<file path="config.mk">
export PLATFORM = sky130hd
export DESIGN_NAME = bus_interconnect_flat
export DESIGN_NICKNAME = d
export VERILOG_FILES = /design/src/rtl/bus_interconnect_if.sv /design/src/rtl/bus_interconnect.sv /design/src/flat_wrapper.sv
export SDC_FILE = /design/constraint.sdc
export NUM_CORES = 1
export LEC_CHECK = 0
export ABC_AREA = 1
export CAP_MARGIN = 20
export CORE_ASPECT_RATIO = 1.25
export CORE_UTILIZATION = 35
export CTS_BUF_LIST = sky130_fd_sc_hd__clkbuf_8
export DETAILED_ROUTE_END_ITERATION = 16
export PLACE_DENSITY = 0.69
export SYNTH_ARGS = -nofsm -noshare
export SYNTH_HDL_FRONTEND = slang
export SYNTH_SLANG_ARGS = --single-unit
</file>
<file path="constraint.sdc">
create_clock -name i_clk -period 1.8 [get_ports i_clk]
set_input_delay 0.27 -clock i_clk [delete_from_list [all_inputs] [get_ports i_clk]]
set_output_delay 0.27 -clock i_clk [all_outputs]
set_load 0.03 [all_outputs]
</file>
<file path="src/rtl/bus_interconnect_if.sv">
// Bus bundle between the CPU master shell, the interconnect and its slaves.
// Modports: ic (interconnect), master (CPU shell), slave (slave ports).
interface bus_interconnect_if #(
  parameter int NSLAVES = 3,
  parameter int ADDR_W  = 16,
  parameter int DATA_W  = 8
);

  logic                      i_m_cs;
  logic                      i_m_we;
  logic [ADDR_W-1:0]         i_m_addr;
  logic [DATA_W-1:0]         i_m_dat;
  logic [DATA_W-1:0]         o_m_dat;
  logic                      o_m_ack;
  logic                      o_m_err;

  logic [NSLAVES-1:0]        o_s_cs;
  logic                      o_s_we;
  logic [ADDR_W-1:0]         o_s_addr;
  logic [DATA_W-1:0]         o_s_dat;
  logic [NSLAVES*DATA_W-1:0] i_s_dat;
  logic [NSLAVES-1:0]        i_s_ack;

  logic                      i_fault_clr;
  logic                      o_fault_valid;
  logic [ADDR_W-1:0]         o_fault_addr;

  modport ic (
    input  i_m_cs, i_m_we, i_m_addr, i_m_dat,
    input  i_s_dat, i_s_ack, i_fault_clr,
    output o_m_dat, o_m_ack, o_m_err,
    output o_s_cs, o_s_we, o_s_addr, o_s_dat,
    output o_fault_valid, o_fault_addr
  );

  modport master (
    output i_m_cs, i_m_we, i_m_addr, i_m_dat,
    output i_fault_clr,
    input  o_m_dat, o_m_ack, o_m_err,
    input  o_fault_valid, o_fault_addr
  );

  modport slave (
    input  o_s_cs, o_s_we, o_s_addr, o_s_dat,
    output i_s_dat, i_s_ack
  );

endinterface

</file>
<file path="src/rtl/bus_interconnect.sv">
// Single-master, N-slave interconnect: windowed decode, registered select,
// ack watchdog and first-fault capture. Ports: i_clk, i_reset, bus (ic).
module bus_interconnect #(
  parameter int NSLAVES = 3,
  parameter int ADDR_W  = 16,
  parameter int DATA_W  = 8,
  parameter logic [NSLAVES*ADDR_W-1:0] SLV_BASE =
    {16'h0000, 16'hfa10, 16'hfa00},
  parameter logic [NSLAVES*ADDR_W-1:0] SLV_MASK =
    {16'h0000, 16'hfff0, 16'hfff0},
  parameter int TIMEOUT = 16,
  parameter logic [DATA_W-1:0] ERR_DATA = 8'hFF
) (
  input  logic            i_clk,
  input  logic            i_reset,
  bus_interconnect_if.ic  bus
);

  localparam int SEL_W =
    (NSLAVES > 1) ? $clog2(NSLAVES) : 1;
  localparam int CNT_W =
    (TIMEOUT > 0) ? $clog2(TIMEOUT + 1) : 1;
  localparam logic [CNT_W-1:0] CNT_LAST =
    CNT_W'((TIMEOUT > 0) ? TIMEOUT - 1 : 0);
  localparam logic [CNT_W-1:0] CNT_MAX = '1;

  typedef enum logic [1:0] {
    IDLE,
    ACCESS,
    RESP,
    ERR
  } state_t;

  state_t              state_q;
  state_t              state_d;
  logic [ADDR_W-1:0]   addr_q;
  logic                we_q;
  logic [DATA_W-1:0]   wdat_q;
  logic [SEL_W-1:0]    sel_q;
  logic [CNT_W-1:0]    cnt_q;
  logic [DATA_W-1:0]   rdat_q;
  logic                fault_valid_q;
  logic [ADDR_W-1:0]   fault_addr_q;

  logic                hit;
  logic [SEL_W-1:0]    hit_idx;
  logic                sel_ack;
  logic [DATA_W-1:0]   sel_dat;
  logic [NSLAVES-1:0]  cs_vec;
  logic                wd_fire;

  // Scan from the top down so the lowest matching index is left last.
  always_comb begin
    hit     = 1'b0;
    hit_idx = '0;
    for (int k = NSLAVES - 1; k >= 0; k--) begin
      if ((bus.i_m_addr & SLV_MASK[k*ADDR_W +: ADDR_W]) ==
          (SLV_BASE[k*ADDR_W +: ADDR_W] &
           SLV_MASK[k*ADDR_W +: ADDR_W])) begin
        hit     = 1'b1;
        hit_idx = SEL_W'(k);
      end
    end
  end

  // Only the latched slave is looked at; other acks never reach the FSM.
  always_comb begin
    sel_ack = 1'b0;
    sel_dat = '0;
    cs_vec  = '0;
    for (int k = 0; k < NSLAVES; k++) begin
      if (sel_q == SEL_W'(k)) begin
        sel_ack   = bus.i_s_ack[k];
        sel_dat   = bus.i_s_dat[k*DATA_W +: DATA_W];
        cs_vec[k] = 1'b1;
      end
    end
  end

  assign wd_fire = (TIMEOUT != 0) && (cnt_q == CNT_LAST);

  always_comb begin
    state_d = state_q;
    unique case (state_q)
      IDLE: begin
        if (bus.i_m_cs) begin
          state_d = hit ? ACCESS : ERR;
        end
      end
      ACCESS: begin
        if (sel_ack) begin
          state_d = RESP;
        end else if (wd_fire) begin
          state_d = ERR;
        end
      end
      RESP:    state_d = IDLE;
      ERR:     state_d = IDLE;
      default: state_d = IDLE;
    endcase
  end

  always_ff @(posedge i_clk) begin
    if (i_reset) begin
      state_q       <= IDLE;
      addr_q        <= '0;
      we_q          <= 1'b0;
      wdat_q        <= '0;
      sel_q         <= '0;
      cnt_q         <= '0;
      rdat_q        <= '0;
      fault_valid_q <= 1'b0;
      fault_addr_q  <= '0;
    end else begin
      state_q <= state_d;
      case (state_q)
        IDLE: begin
          if (bus.i_m_cs) begin
            addr_q <= bus.i_m_addr;
            we_q   <= bus.i_m_we;
            wdat_q <= bus.i_m_dat;
            sel_q  <= hit_idx;
            cnt_q  <= '0;
          end
        end
        ACCESS: begin
          if (sel_ack) begin
            rdat_q <= sel_dat;
          end else if (cnt_q != CNT_MAX) begin
            cnt_q <= cnt_q + CNT_W'(1);
          end
        end
        default: ;
      endcase
      // A clear landing on an error cycle loses to the new capture.
      if (state_q == ERR &&
          (!fault_valid_q || bus.i_fault_clr)) begin
        fault_valid_q <= 1'b1;
        fault_addr_q  <= addr_q;
      end else if (bus.i_fault_clr) begin
        fault_valid_q <= 1'b0;
      end
    end
  end

  assign bus.o_s_cs   = (state_q == ACCESS) ? cs_vec : '0;
  assign bus.o_s_we   = we_q;
  assign bus.o_s_addr = addr_q;
  assign bus.o_s_dat  = wdat_q;

  assign bus.o_m_ack  = (state_q == RESP) || (state_q == ERR);
  assign bus.o_m_err  = (state_q == ERR);
  assign bus.o_m_dat  = (state_q == RESP) ? rdat_q   :
                        (state_q == ERR)  ? ERR_DATA : '0;

  assign bus.o_fault_valid = fault_valid_q;
  assign bus.o_fault_addr  = fault_addr_q;

endmodule

</file>
<file path="src/flat_wrapper.sv">
// flat-port wrapper written by rule: the top's interface ports become plain ports
module bus_interconnect_flat 
#(
  parameter int NSLAVES = 3,
  parameter int ADDR_W  = 16,
  parameter int DATA_W  = 8,
  parameter logic [NSLAVES*ADDR_W-1:0] SLV_BASE =
    {16'h0000, 16'hfa10, 16'hfa00},
  parameter logic [NSLAVES*ADDR_W-1:0] SLV_MASK =
    {16'h0000, 16'hfff0, 16'hfff0},
  parameter int TIMEOUT = 16,
  parameter logic [DATA_W-1:0] ERR_DATA = 8'hFF
)
  (i_clk, i_reset, bus_i_m_cs, bus_i_m_we, bus_i_m_addr, bus_i_m_dat, bus_i_s_dat, bus_i_s_ack, bus_i_fault_clr, bus_o_m_dat, bus_o_m_ack, bus_o_m_err, bus_o_s_cs, bus_o_s_we, bus_o_s_addr, bus_o_s_dat, bus_o_fault_valid, bus_o_fault_addr);
  bus_interconnect_if #(.NSLAVES(NSLAVES), .ADDR_W(ADDR_W), .DATA_W(DATA_W)) bus_i ();
  input  logic i_clk;
  input  logic i_reset;
  input wire logic [$bits(bus_i.i_m_cs)-1:0] bus_i_m_cs;
  input wire logic [$bits(bus_i.i_m_we)-1:0] bus_i_m_we;
  input wire logic [$bits(bus_i.i_m_addr)-1:0] bus_i_m_addr;
  input wire logic [$bits(bus_i.i_m_dat)-1:0] bus_i_m_dat;
  input wire logic [$bits(bus_i.i_s_dat)-1:0] bus_i_s_dat;
  input wire logic [$bits(bus_i.i_s_ack)-1:0] bus_i_s_ack;
  input wire logic [$bits(bus_i.i_fault_clr)-1:0] bus_i_fault_clr;
  output wire logic [$bits(bus_i.o_m_dat)-1:0] bus_o_m_dat;
  output wire logic [$bits(bus_i.o_m_ack)-1:0] bus_o_m_ack;
  output wire logic [$bits(bus_i.o_m_err)-1:0] bus_o_m_err;
  output wire logic [$bits(bus_i.o_s_cs)-1:0] bus_o_s_cs;
  output wire logic [$bits(bus_i.o_s_we)-1:0] bus_o_s_we;
  output wire logic [$bits(bus_i.o_s_addr)-1:0] bus_o_s_addr;
  output wire logic [$bits(bus_i.o_s_dat)-1:0] bus_o_s_dat;
  output wire logic [$bits(bus_i.o_fault_valid)-1:0] bus_o_fault_valid;
  output wire logic [$bits(bus_i.o_fault_addr)-1:0] bus_o_fault_addr;
  assign bus_i.i_m_cs = bus_i_m_cs;
  assign bus_i.i_m_we = bus_i_m_we;
  assign bus_i.i_m_addr = bus_i_m_addr;
  assign bus_i.i_m_dat = bus_i_m_dat;
  assign bus_i.i_s_dat = bus_i_s_dat;
  assign bus_i.i_s_ack = bus_i_s_ack;
  assign bus_i.i_fault_clr = bus_i_fault_clr;
  assign bus_o_m_dat = bus_i.o_m_dat;
  assign bus_o_m_ack = bus_i.o_m_ack;
  assign bus_o_m_err = bus_i.o_m_err;
  assign bus_o_s_cs = bus_i.o_s_cs;
  assign bus_o_s_we = bus_i.o_s_we;
  assign bus_o_s_addr = bus_i.o_s_addr;
  assign bus_o_s_dat = bus_i.o_s_dat;
  assign bus_o_fault_valid = bus_i.o_fault_valid;
  assign bus_o_fault_addr = bus_i.o_fault_addr;
  bus_interconnect #(.NSLAVES(NSLAVES), .ADDR_W(ADDR_W), .DATA_W(DATA_W), .SLV_BASE(SLV_BASE), .SLV_MASK(SLV_MASK), .TIMEOUT(TIMEOUT), .ERR_DATA(ERR_DATA)) u_core (.i_clk(i_clk), .i_reset(i_reset), .bus(bus_i));
endmodule
</file>
# Yosys cells after proc, flatten, opt, wreduce, memory -nomap -nowiden

Index checks and enable logic that the tools add are counted.

Add/sub/neg operators: 1
Equality and inequality tests: 13
Mux-type cells: 24
Reductions and logical operators: 13

Operator list:

| operator             | count |
|---|---|
| $mux 8               | 5 |
| $eq 12x12->1 const B | 2 |
| $mux 5               | 3 |
| $mux 2               | 5 |
| $pmux 5 s2           | 1 |
| $mux 1               | 8 |
| $eq 2x2->1 const B   | 3 |
| $pmux 2 s3           | 1 |
| $reduce_and 2->1     | 3 |
| $add 5x1->5 const B  | 1 |
| $eq 5x4->1 const B   | 1 |
| $ne 5x5->1 const B   | 1 |
| $eq 2x1->1 const B   | 2 |
| $logic_not 2->1      | 2 |
| $ne 2x2->1 const B   | 2 |
| $reduce_and 4->1     | 1 |
| $reduce_bool 2->1    | 2 |
| $mux 3               | 1 |
| $ne 3x1->1 const B   | 1 |
| $logic_or 1x1->1     | 2 |
| $ne 2x1->1 const B   | 1 |
| $reduce_or 2->1      | 1 |
| $logic_and 1x1->1    | 1 |
| $logic_not 1->1      | 1 |

Bits in registers: 59
Input bits: 56
Output and inout bits: 55
Logic and storage cells: 60

# Longest topological paths before layout

Depth in word-level cells: 6
Depth in mapped cells: 9
Gate-level depth less buffers: 9

# Worst setup path after synthesis

OpenSTA, ideal clock, no wires.

Kind: reg2out
Start point: reg u_core.state_q[0]
End point: out bus_o_s_cs[1]
Arrival: 1.409 ns
Data required time: 1.530 ns
Setup slack: 0.121 ns
Stages on the path, launching flop included: 6
Cell sequence: dfxtp_1 -> buf_4 -> inv_1 -> nor2_4 -> inv_2 -> nor3_1

Cells in the longest elaborated chain, start to end: 2

RTL lines:

| item                     | RTL line                | RTL |
|---|---|---|
| start: declaration       | bus_interconnect.sv:34  | `state_t state_q;` |
| start signal: assignment | bus_interconnect.sv:115 | `state_q <= state_d;` |
| $eq 2x1->1               | bus_interconnect.sv:146 | `assign bus.o_s_cs = (state_q == ACCESS) ? cs_vec : '0;` |
| $mux 3                   | bus_interconnect.sv:146 |  |
| end: declaration         | flat_wrapper.sv:28      | `output wire logic [$bits(bus_i.o_s_cs)-1:0] bus_o_s_cs;` |

No other way between the ends.

# Worst setup path in the final report

Ends and elaborated chain as after synthesis.

==> flow_metrics.tcl <==
set metrics [dict create \
    cp.required_ns 1.53 \
    synthAdderAreaFrac_pct 1.50 \
    cts_buffer_depth 2 \
    tns_ns 0 \
    place_congestion 0.823 \
    syn_nets 412 \
    clk_pin_slew_ns 0.06 \
    worstSetupEndpointType "output port" \
    wl_per_cell_um 11.6 \
    timing_hold_violations_final 0 \
    initial_core_util_pct 36.2 \
    syn_to_final_growth_pct 56.6 \
    drc_errors 0 \
    cts_root_buf "clkbuf_8" \
    grt_pass1_vias 2464 \
    peakVddDrop_mv 0.345 \
    grt_max_degree 47 \
    synth_warnings 0 \
    die_h_um 96.7 \
    port_buffers 110 \
    synth_top_family_by_area "simple AND/OR/NAND/NOR gates" \
    cts_tree "done" \
    netlist_instances 353 \
    achievable-frequency_mhz 593 \
    synthXorXnorAreaFrac_pct 0.349 \
    worstRegToRegCells 9 \
    slew_violations 0 \
    io_pins 111 \
    syn_area_per_cell_um2 7.11 \
    drive_gt1_share_pct 10.5 \
    power.leakage_nw 1.63 \
    final-setup-viol-count 0 \
    finClkSkew_ns 0.0107 \
    max_slew.worst_pin.slew_ns 0.490 \
    placed_area_um2 3690 \
    dr.first_iter.drc_count 130 \
    stdcell_area_um2 3930 \
    total_power_w 0.00354 \
    crit_arrival_ns 1.42 \
    routed-via-count 2629 \
    ys_seq_area_share_pct 47.1 \
    place_ws_ns 0.183 \
    min_period_ns 1.69 \
    synth-compound-area-share_pct 12.6 \
    cts.sinks 59 \
    hold_class "flip-flop to flip-flop" \
    yosys.area.top_type "dfxtp_1" \
    synth_mux_area_share_pct 0 \
    synth.area.top_cells "dfxtp_1 47%, nor2_1 16%, o21ai_0 9.0%, nand2_1 8.1%, a21oi_1 3.6%" \
    antenna_cells 0 \
    setup_slack_ns 0.114 \
    grt.total_usage_pct 18.9 \
    yosys.area_share.simple_pct 31.8 \
    via_per_inst 4.66 \
    relSlewSlack_pct 67.2 \
    antenna_left 0 \
    dieWidth_um 77.7 \
    core_um2 6930 \
    syn-cell-area_um2 2510 \
    maxCapViolations 0 \
    status "finished clean" \
    nets 528 \
    drt_pre_antenna_iters 4 \
    h-tree-depth 3 \
    die_area_um2 7520 \
    powerDensity_nw_per_um2 899 \
    finalCritPeriodShare_pct 93.7 \
    synth_top_area_share_pct 47.1 \
    reg2reg_slack_ns 0.31 \
    critPathMaxFanout 9 \
    dpl.hpwl_um 4870 \
    finalWirelength_um 6550 \
    rsz0062_at_grt "no" \
    critPathKind "flip-flop to output port" \
    grt_pass1_wl_um 11300 \
    rows 34 \
    start_kind "flip-flop" \
    overflow 0 \
    clock_latency_ns 0.34 \
    cts_made_buffers 9 \
    ys_ff_latch 59 \
    whs_path_depth 2 \
    antenna_found_initial 0 \
    ys_types 25 \
]
final cells by class:
| class | count | area, um2 |
|---|---|---|
| Tap cell | 90 | 113 |
| Clock buffer | 9 | 124 |
| Clock inverter | 7 | 85.1 |
| Timing Repair Buffer | 120 | 1180 |
| Multi-Input combinational cell | 259 | 1170 |
| Inverter | 20 | 75.1 |
| Sequential cell | 59 | 1180 |
| Fill cell | 653 | 3000 |
power by group:
group / leakage [nW] / switching [W] / total (W) / internal (W)
combinational: 1.03 / 0.000443 / 0.000808 / 0.000365
clock: 0.112 / 0.000505 / 0.00127 / 0.000764
sequential: 0.483 / 0.0000574 / 0.00146 / 0.00140
total: 1.63 / 0.00101 / 0.00354 / 0.00253
placed cells by master (no fill, tap or decap), drive strengths merged, types with 3 or more instances in the layout:
master / netlist / final
nor2: 109 / 109
clkdlybuf4s50: 0 / 97
dfxtp: 59 / 59
nand2: 58 / 58
o21ai: 45 / 45
buf: 7 / 21
inv: 19 / 21
a21oi: 18 / 18
nand3: 16 / 16
clkbuf: 8 / 9
nor3: 6 / 6
nand4: 3 / 3
ha: 3 / 3
clkinv: 1 / 3
registers in the layout (all words and copies together), names as in the netlist:
register and cells:
u_core.bus.o_fault_addr 16, u_core.bus.o_s_addr 16, u_core.bus.o_s_dat 8, u_core.rdat_q 8, u_core.cnt_q 5, u_core.sel_q 2
u_core.state_q 2, u_core.bus.o_fault_valid 1, u_core.bus.o_s_we 1
critical path, cell delays in order, from the launching register on:
cell and delay, ns:
dfxtp_2 0.33, buf_6 0.13, inv_1 0.09, nor2_4 0.13
inv_2 0.10, nor3_2 0.13, buf_4 0.18
per-layer routing:
metal,vias to the layer above,part of all wire [%],GRT usage [%]
li1,1363,-,-
met1,1152,44,22.8
met2,105,46,30.8
met3,9,8.6,5.75
met4,0,1.6,7.84
met5,-,0,0
final timing paths:
path                      endpoint         startpoint
setup reg to reg   u_core.cnt_q[3]    u_core.cnt_q[0]
setup / recovery     bus_o_s_cs[1]  u_core.state_q[0]
hold reg to reg   u_core.rdat_q[6]   u_core.rdat_q[6]
hold / removal    u_core.rdat_q[6]   u_core.rdat_q[6]
timing repair:
| item | in CTS | in global routing |
|---|---|---|
| gates resized for setup | 1 | 5 |
| pin swaps | 1 | 0 |
| buffers inserted | 1 | 0 |
| hold endpoints to repair | 0 | 0 |
| setup endpoints to repair | 2 | 4 |
| hold buffers | 0 | 0 |
per-stage QoR:
step	utilization, %	cells	hold slack, ns
detailed placement	53.3	547	0.442
global route	56.7	564	0.469
global placement	53.3	547	0.444
CTS	56.5	564	0.452
finish	56.7	564	0.454
floorplan	-	353	0.339
cells in the mapped netlist:
master / instances
a21oi_1: 18
nor2_1: 107
nand3_2: 1
buf_6: 1
ha_1: 3
nor2_4: 1
buf_4: 4
nor2_2: 1
inv_2: 4
clkbuf_1: 6
xor2_1: 1
nand3_1: 14
inv_1: 15
clkinv_1: 1
clkbuf_2: 2
nand3_4: 1
nand4_1: 3
nand2_2: 3
buf_8: 1
buf_2: 1
nand2_1: 54
o21ai_0: 45
nand2_4: 1
dfxtp_1: 59
nor3_1: 6
cells by family after synthesis:
group | after synthesis
XOR/XNOR | 1
AO/OA/AOI/OAI | 63
adder cells (fa/ha/maj) | 3
flip-flops | 59
AND/OR/NAND/NOR | 192
buffers and inverters | 35
No activity file was read; power rests on OpenSTA's default activity.
